**config.mk**
```make
export PLATFORM = sky130hd
export DESIGN_NAME = ov5640_sccb_ctrl
export DESIGN_NICKNAME = d
export VERILOG_FILES = /design/src/rtl/ov5640_sccb_pkg.sv /design/src/rtl/ov5640_sccb_ctrl_qtick.sv /design/src/rtl/ov5640_sccb_ctrl.sv
export SDC_FILE = /design/constraint.sdc
export NUM_CORES = 1
export LEC_CHECK = 0
export ABC_AREA = 1
export CORE_MARGIN = 4
export CORE_UTILIZATION = 47
export DETAILED_ROUTE_END_ITERATION = 16
export MAX_ROUTING_LAYER = met4
export PLACE_DENSITY = 0.73
export SLEW_MARGIN = 20
export SYNTH_ARGS = -nofsm -noshare
export SYNTH_HDL_FRONTEND = slang
export SYNTH_SLANG_ARGS = --single-unit
```
**constraint.sdc**
```tcl
create_clock -name i_clk -period 1.6 [get_ports i_clk]
set_input_delay 0.24 -clock i_clk [delete_from_list [all_inputs] [get_ports i_clk]]
set_output_delay 0.24 -clock i_clk [all_outputs]
set_load 0.01 [all_outputs]
```
**src/rtl/ov5640_sccb_pkg.sv**
```systemverilog
// Shared types and constants for the OV5640 SCCB configuration sequencer.
// Holds the state encoding, status bit positions and bus framing sizes.
package ov5640_sccb_pkg;

  typedef enum logic [2:0] {
    PWR_DN,
    PWR_RST,
    IDLE,
    START,
    BYTE,
    STOP,
    DONE
  } state_t;

  localparam int ST_READY   = 0;
  localparam int ST_BUSY    = 1;
  localparam int ST_DONE    = 2;
  localparam int ST_NACK    = 3;
  localparam int ST_OVERRUN = 4;

  localparam int SCCB_BYTES = 4;
  localparam int SCCB_BITS  = 9;
  localparam int QUARTERS   = 4;

endpackage

```
**src/rtl/ov5640_sccb_ctrl_qtick.sv**
```systemverilog
// Quarter-bit tick generator for the SCCB engine.
// Emits a one-cycle pulse every Q_DIV clocks while not held in clear.
module sccb_qtick #(
  parameter int Q_DIV = 10
) (
  input  logic i_clk,
  input  logic i_rst_n,
  input  logic i_clear,
  output logic o_qtick
);

  localparam int CW = (Q_DIV > 1) ? $clog2(Q_DIV) : 1;
  localparam logic [CW-1:0] TERM = CW'(Q_DIV - 1);

  logic [CW-1:0] r_cnt;

  always_ff @(posedge i_clk) begin
    if (!i_rst_n || i_clear) begin
      r_cnt <= '0;
    end else if (r_cnt == TERM) begin
      r_cnt <= '0;
    end else begin
      r_cnt <= r_cnt + CW'(1);
    end
  end

  assign o_qtick = !i_clear && (r_cnt == TERM);

endmodule

```
**src/rtl/ov5640_sccb_ctrl.sv**
```systemverilog
// OV5640 camera configuration sequencer: power-up sequencing on PWDN/RSTN,
// then single-register SCCB 3-phase writes triggered by cfg_en rising edges.
module ov5640_sccb_ctrl
  import ov5640_sccb_pkg::*;
#(
  parameter int         CLK_FREQ    = 100_000_000,
  parameter int         SCCB_FREQ   = 100_000,
  parameter logic [7:0] DEV_ADDR    = 8'h78,
  parameter int         PWDN_CYCLES = 1_000_000,
  parameter int         RST_CYCLES  = 2_000_000
) (
  input  logic        i_clk,
  input  logic        i_rst_n,
  input  logic        i_cfg_en,
  input  logic [31:0] i_cfg_da,
  input  logic        i_sda,
  output logic        o_scl_oe,
  output logic        o_sda_oe,
  output logic        o_cam_pwdn,
  output logic        o_cam_rstn,
  output logic [31:0] o_status
);

  localparam int Q_DIV   = CLK_FREQ / (4 * SCCB_FREQ);
  localparam int PWR_MAX = (PWDN_CYCLES > RST_CYCLES) ? PWDN_CYCLES : RST_CYCLES;
  localparam int PW      = $clog2(PWR_MAX + 1);

  localparam logic [PW-1:0] PWDN_TERM = PW'(PWDN_CYCLES - 1);
  localparam logic [PW-1:0] RST_TERM  = PW'(RST_CYCLES - 1);
  localparam logic [3:0]    ACK_BIT   = 4'(SCCB_BITS - 1);
  localparam logic [1:0]    LAST_BYTE = 2'(SCCB_BYTES - 1);
  localparam logic [1:0]    LAST_Q    = 2'(QUARTERS - 1);

  state_t        r_state;
  state_t        w_stateNext;
  logic [PW-1:0] r_pwrCnt;
  logic [1:0]    r_quarter;
  logic [3:0]    r_bit;
  logic [1:0]    r_byte;
  logic [15:0]   r_addr;
  logic [7:0]    r_data;
  logic [1:0]    r_sdaSync;
  logic          r_cfgEnQ;
  logic          r_pending;
  logic          r_done;
  logic          r_nack;
  logic          r_overrun;
  logic          r_sclOe;
  logic          r_sdaOe;
  logic          r_camPwdn;
  logic          r_camRstn;

  logic          w_req;
  logic          w_qtick;
  logic          w_xfer;
  logic          w_lastQ;
  logic          w_ackNack;
  logic          w_sclOe;
  logic          w_sdaOe;
  logic [7:0]    w_txByte;
  logic          w_txBit;
  logic          w_unusedBits;

  assign w_unusedBits = ^i_cfg_da[31:24];
  assign w_req        = i_cfg_en & ~r_cfgEnQ;
  assign w_xfer       = (r_state == START) || (r_state == BYTE) || (r_state == STOP);
  assign w_lastQ      = w_qtick && (r_quarter == LAST_Q);
  assign w_ackNack    = r_sdaSync[1];

  sccb_qtick #(
    .Q_DIV (Q_DIV)
  ) u_qtick (
    .i_clk   (i_clk),
    .i_rst_n (i_rst_n),
    .i_clear (!w_xfer),
    .o_qtick (w_qtick)
  );

  always_comb begin
    case (r_byte)
      2'd0:    w_txByte = DEV_ADDR;
      2'd1:    w_txByte = r_addr[15:8];
      2'd2:    w_txByte = r_addr[7:0];
      default: w_txByte = r_data;
    endcase
  end

  assign w_txBit = w_txByte[3'd7 - r_bit[2:0]];

  always_comb begin
    w_stateNext = r_state;
    case (r_state)
      PWR_DN:  if (r_pwrCnt == PWDN_TERM) w_stateNext = PWR_RST;
      PWR_RST: if (r_pwrCnt == RST_TERM) w_stateNext = IDLE;
      IDLE:    if (w_req || r_pending) w_stateNext = START;
      START:   if (w_lastQ) w_stateNext = BYTE;
      BYTE: begin
        if (w_lastQ && (r_bit == ACK_BIT) && (w_ackNack || (r_byte == LAST_BYTE)))
          w_stateNext = STOP;
      end
      STOP:    if (w_lastQ) w_stateNext = DONE;
      DONE:    w_stateNext = IDLE;
      default: w_stateNext = PWR_DN;
    endcase
  end

  // Open-drain drive per quarter; released everywhere outside a transfer.
  always_comb begin
    w_sclOe = 1'b0;
    w_sdaOe = 1'b0;
    case (r_state)
      START: begin
        w_sclOe = (r_quarter == 2'd3);
        w_sdaOe = (r_quarter != 2'd0);
      end
      BYTE: begin
        w_sclOe = ~r_quarter[1];
        w_sdaOe = (r_bit != ACK_BIT) && !w_txBit;
      end
      STOP: begin
        w_sclOe = (r_quarter == 2'd0);
        w_sdaOe = ~r_quarter[1];
      end
      default: begin
        w_sclOe = 1'b0;
        w_sdaOe = 1'b0;
      end
    endcase
  end

  always_ff @(posedge i_clk) begin
    if (!i_rst_n) begin
      r_state   <= PWR_DN;
      r_pwrCnt  <= '0;
      r_quarter <= '0;
      r_bit     <= '0;
      r_byte    <= '0;
      r_addr    <= '0;
      r_data    <= '0;
      r_sdaSync <= 2'b11;
      r_cfgEnQ  <= 1'b0;
      r_pending <= 1'b0;
      r_done    <= 1'b0;
      r_nack    <= 1'b0;
      r_overrun <= 1'b0;
      r_sclOe   <= 1'b0;
      r_sdaOe   <= 1'b0;
      r_camPwdn <= 1'b1;
      r_camRstn <= 1'b0;
    end else begin
      r_state   <= w_stateNext;
      r_cfgEnQ  <= i_cfg_en;
      r_sdaSync <= {r_sdaSync[0], i_sda};
      r_sclOe   <= w_sclOe;
      r_sdaOe   <= w_sdaOe;

      if (r_state == PWR_DN && r_pwrCnt == PWDN_TERM) begin
        r_camPwdn <= 1'b0;
        r_pwrCnt  <= '0;
      end else if (r_state == PWR_RST && r_pwrCnt == RST_TERM) begin
        r_camRstn <= 1'b1;
        r_pwrCnt  <= '0;
      end else if (r_state == PWR_DN || r_state == PWR_RST) begin
        r_pwrCnt <= r_pwrCnt + PW'(1);
      end

      // Requests before IDLE are parked until the power sequence finishes.
      if (w_req) begin
        if (r_state == PWR_DN || r_state == PWR_RST || r_state == IDLE) begin
          r_addr <= i_cfg_da[23:8];
          r_data <= i_cfg_da[7:0];
          if (r_state != IDLE) r_pending <= 1'b1;
        end else begin
          r_overrun <= 1'b1;
        end
      end

      if (r_state == IDLE && w_stateNext == START) begin
        r_pending <= 1'b0;
        r_done    <= 1'b0;
        r_nack    <= 1'b0;
      end

      if (r_state == BYTE && w_lastQ && r_bit == ACK_BIT && w_ackNack) r_nack <= 1'b1;
      if (r_state == STOP && w_lastQ) r_done <= 1'b1;

      if (r_state != w_stateNext) begin
        r_quarter <= '0;
        r_bit     <= '0;
        r_byte    <= '0;
      end else if (w_qtick) begin
        r_quarter <= r_quarter + 2'd1;
        if (r_state == BYTE && r_quarter == LAST_Q) begin
          if (r_bit == ACK_BIT) begin
            r_bit <= '0;
            if (r_byte != LAST_BYTE) r_byte <= r_byte + 2'd1;
          end else begin
            r_bit <= r_bit + 4'd1;
          end
        end
      end
    end
  end

  always_comb begin
    o_status              = '0;
    o_status[ST_READY]    = (r_state == IDLE);
    o_status[ST_BUSY]     = w_xfer;
    o_status[ST_DONE]     = r_done;
    o_status[ST_NACK]     = r_nack;
    o_status[ST_OVERRUN]  = r_overrun;
  end

  assign o_scl_oe   = r_sclOe;
  assign o_sda_oe   = r_sdaOe;
  assign o_cam_pwdn = r_camPwdn;
  assign o_cam_rstn = r_camRstn;

endmodule

```
==> run_results.csv <==
group,metric,value,unit
synth,synth_seq_cells,75,
place,pre_cts_ws,-0.237,ns
global_route,grt_pass1_vias,3368,
timing,layout_setup_ws,-0.0298,ns
min_path,holdPathStages,1,
global_route,globalRouteMet3Util,0.0323,
clocking,h-tree-depth,3,
clocking,root_buffer,"clkbuf_8",
timing,fin_crit,1.63,ns
cells_and_area,finalNetCount,688,
worst_setup_path,path_depth,11,
floorplanning,dieArea,9830,µm²
worst_setup_path,startpoint_type,"flop",
global_route,grt-ovfl-total,0,
min_path,hp-class,"flop to flop",
floorplanning,die_y,99.2,µm
worst_setup_path,crit_slowest_cell,"dfxtp_2",
route,drtIter0Drc,130,
timing,fin_worst_skew,0.0116,ns
place,port_buffers,36,
clocking,cts_sinks,75,
synth,synth_area_per_cell,6.99,µm²
worst_setup_path,crit_type,"flop to flop",
place,dpl_cell_area,4530,µm²
clocking,cts_made_buffers,9,
cells_and_area,area_growth,29.3,%
route,ant_nets,0,
route,first_pass_iters,4,
floorplanning,core,7890,µm²
synth,syn_inst,559,
clocking,cts_max_path_buffers,2,
synth,yosysTopAreaCell,"dfxtp_1",
timing,period_share,1.02,
cells_and_area,instances_no_fill,748,
synth,ys_types,31,
cells_and_area,final_common_cell,"nor2_1",
global_route,grt_antenna_before_repair,0,
timing,hold_viol_final,0,
route,num_vias,3586,
global_route,global_route.usage.met1,0.235,
worst_setup_path,slowest_delay,0.37,ns
global_route,grt_pass1_wl,15.0,mm
power_and_ir_drop,p_per_area,714,nW/µm²
place,dp_hpwl,6.58,mm
global_route,use_met2,0.313,
synth,netlist_top_cells_area,"dfxtp_1 (38%), nor2_1 (11%), nand2_1 (8.9%)",
synth,yosysTopAreaCellShare,0.384,
floorplanning,start_util,0.495,
route,route.detailed.drc,0,
floorplanning,rows,32,
synth,seq_area_frac_synth,0.384,
cells_and_area,drive_gt1_frac,0.229,
power_and_ir_drop,ir_drop,0.404,mV
place,place.gp.congestion,0.871,
worst_setup_path,reg2reg_depth,11,
clocking,cts_tree,"yes",
global_route,grt_usage,0.191,
synth,yosysWarnings,0,
worst_setup_path,end_kind,"flop",
floorplanning,die_w,99.2,µm
power_and_ir_drop,p_leak,2.13,nW
clocking,path_clk_slew,0.08,ns
timing,rsz0062_at_grt,"true",
worst_setup_path,worstPathMaxFanout,8,
clocking,clk_latency,0.35,ns
power_and_ir_drop,finalPower,0.00361,W
job,maxCapViolCount,0,
global_route,grt_max_degree,25,
clocking,cts_hold_buffers,0,
worst_setup_path,cp_num_buf_inv,1,
timing,finalMaxSlewViolations,0,
synth,syn_area,3900,µm²
place,dp_cells,724,
route,totalWireLength,8.95,mm
worst_setup_path,cp.arrival,1.86,ns
cells_and_area,diodes,0,
worst_setup_path,path_cells,"ha_4 > nand3_4 > nor2_4 > buf_6 > nand4_1 > nand2_2 > nor2_2 > nor2_1 > nor2_2 > nand2_4 > nor2_1",
run_status,violations,"negative setup slack",
route,wl_per_cell,12.0,µm
run_status,status,"finished with violations",
timing,fmax,614,MHz
route,vias_per_cell,4.79,
cells_and_area,mostFrequentLayoutCells,"nor2_1 (104), nand2_1 (84), dfxtp_1 (67), inv_1 (53), buf_4 (45)",
cells_and_area,stdcell_area,5050,µm²
worst_setup_path,path_delay_family,"simple AND/OR/NAND/NOR gates",
floorplanning,ios,72,
timing,setup_violations,7,
worst_setup_path,worstPathRequired,1.83,ns
global_route,top_usage_layer,"met2",
through the flow:
stage	util	TNS [ns]	hold WS [ns]
floorplan	-	0	0.333
global placement	0.574	-8.99	0.403
detailed placement	0.574	-10.44	0.415
CTS	0.615	-0.697	0.427
global route	0.640	-1.64	0.441
finish	0.640	-0.0992	0.422
path summary, 6_finish.rpt:
path | startpoint | to | slack, ns
setup reg to reg | r_pwrCnt[0] | r_quarter[0] | -0.03
hold / removal | r_sdaSync[0] | r_sdaSync[1] | 0.42
setup / recovery | r_pwrCnt[0] | r_quarter[0] | -0.03
hold reg to reg | r_sdaSync[0] | r_sdaSync[1] | 0.42
cells by family (layout without fill, tap and decap cells):
logic type / after synthesis / in the layout / synth area share
buffers and inverters: 106 / 167 / 0.135
adder cells (fa/ha/maj): 11 / 11 / 0.0352
other: 1 / 27 / 0.000960
XOR/XNOR: 16 / 16 / 0.0359
AND/OR/NAND/NOR: 279 / 279 / 0.309
multiplexers: 1 / 1 / 0.00256
flip-flops: 75 / 75 / 0.384
AO/OA/AOI/OAI: 70 / 70 / 0.0971
report_power, final:
group,internal [W],switching [W]
sequential,0.00193,0.0000372
clock,0.000644,0.000705
combinational,0.000144,0.000150
total,0.00271,0.000893
sequential cells by signal, summed over array words and instances (netlist names):
signal and count:
r_pending 1, r_overrun 1, r_nack 1, o_scl_oe 1
r_sdaSync 2, o_cam_pwdn 1, o_cam_rstn 1, r_pwrCnt 21
o_sda_oe 1, r_done 1, r_data 8, r_state 3
r_byte 2, u_qtick.r_cnt 8, r_cfgEnQ 1, r_quarter 2
r_addr 16, r_bit 4
cell type report:
| class | instances | area (µm²) |
|---|---|---|
| multi-input combinational | 404 | 2210 |
| clock inverter | 4 | 25.0 |
| clock buffer | 12 | 155 |
| timing repair buffer | 87 | 769 |
| inverter | 64 | 255 |
| tap | 102 | 128 |
| sequential | 75 | 1510 |
| fill | 688 | 2840 |
synth_stat cells:
cell type / count
a21oi_1: 20
a21oi_2: 2
a31oi_1: 1
buf_2: 1
buf_4: 33
clkbuf_1: 6
clkbuf_2: 2
clkinv_1: 1
conb_1: 1
dfxtp_1: 75
ha_1: 11
inv_1: 58
inv_2: 5
mux2i_1: 1
nand2_1: 93
nand2_2: 3
nand2_4: 1
nand3_1: 29
nand3_2: 4
nand4_1: 4
nor2_1: 115
nor2_2: 9
nor2_4: 2
nor3_1: 11
nor3b_1: 2
o211ai_1: 8
o21ai_0: 36
o21ai_1: 3
or2_2: 6
xnor2_1: 3
xor2_1: 13
routing by layer:
metal / wire length [µm] / part of all wire
met5: 0 / 0
met3: 473 / 0.053
met1: 4090 / 0.46
met4: 204 / 0.023
met2: 4180 / 0.47
repair_timing:
item                       4_1_cts  5_1_grt
setup endpoints to repair       34       39
cloned                           0        0
pin swaps                       15       22
resized for setup               36       53
setup buffers                    5        4
Power figures use the tool's default switching activity.
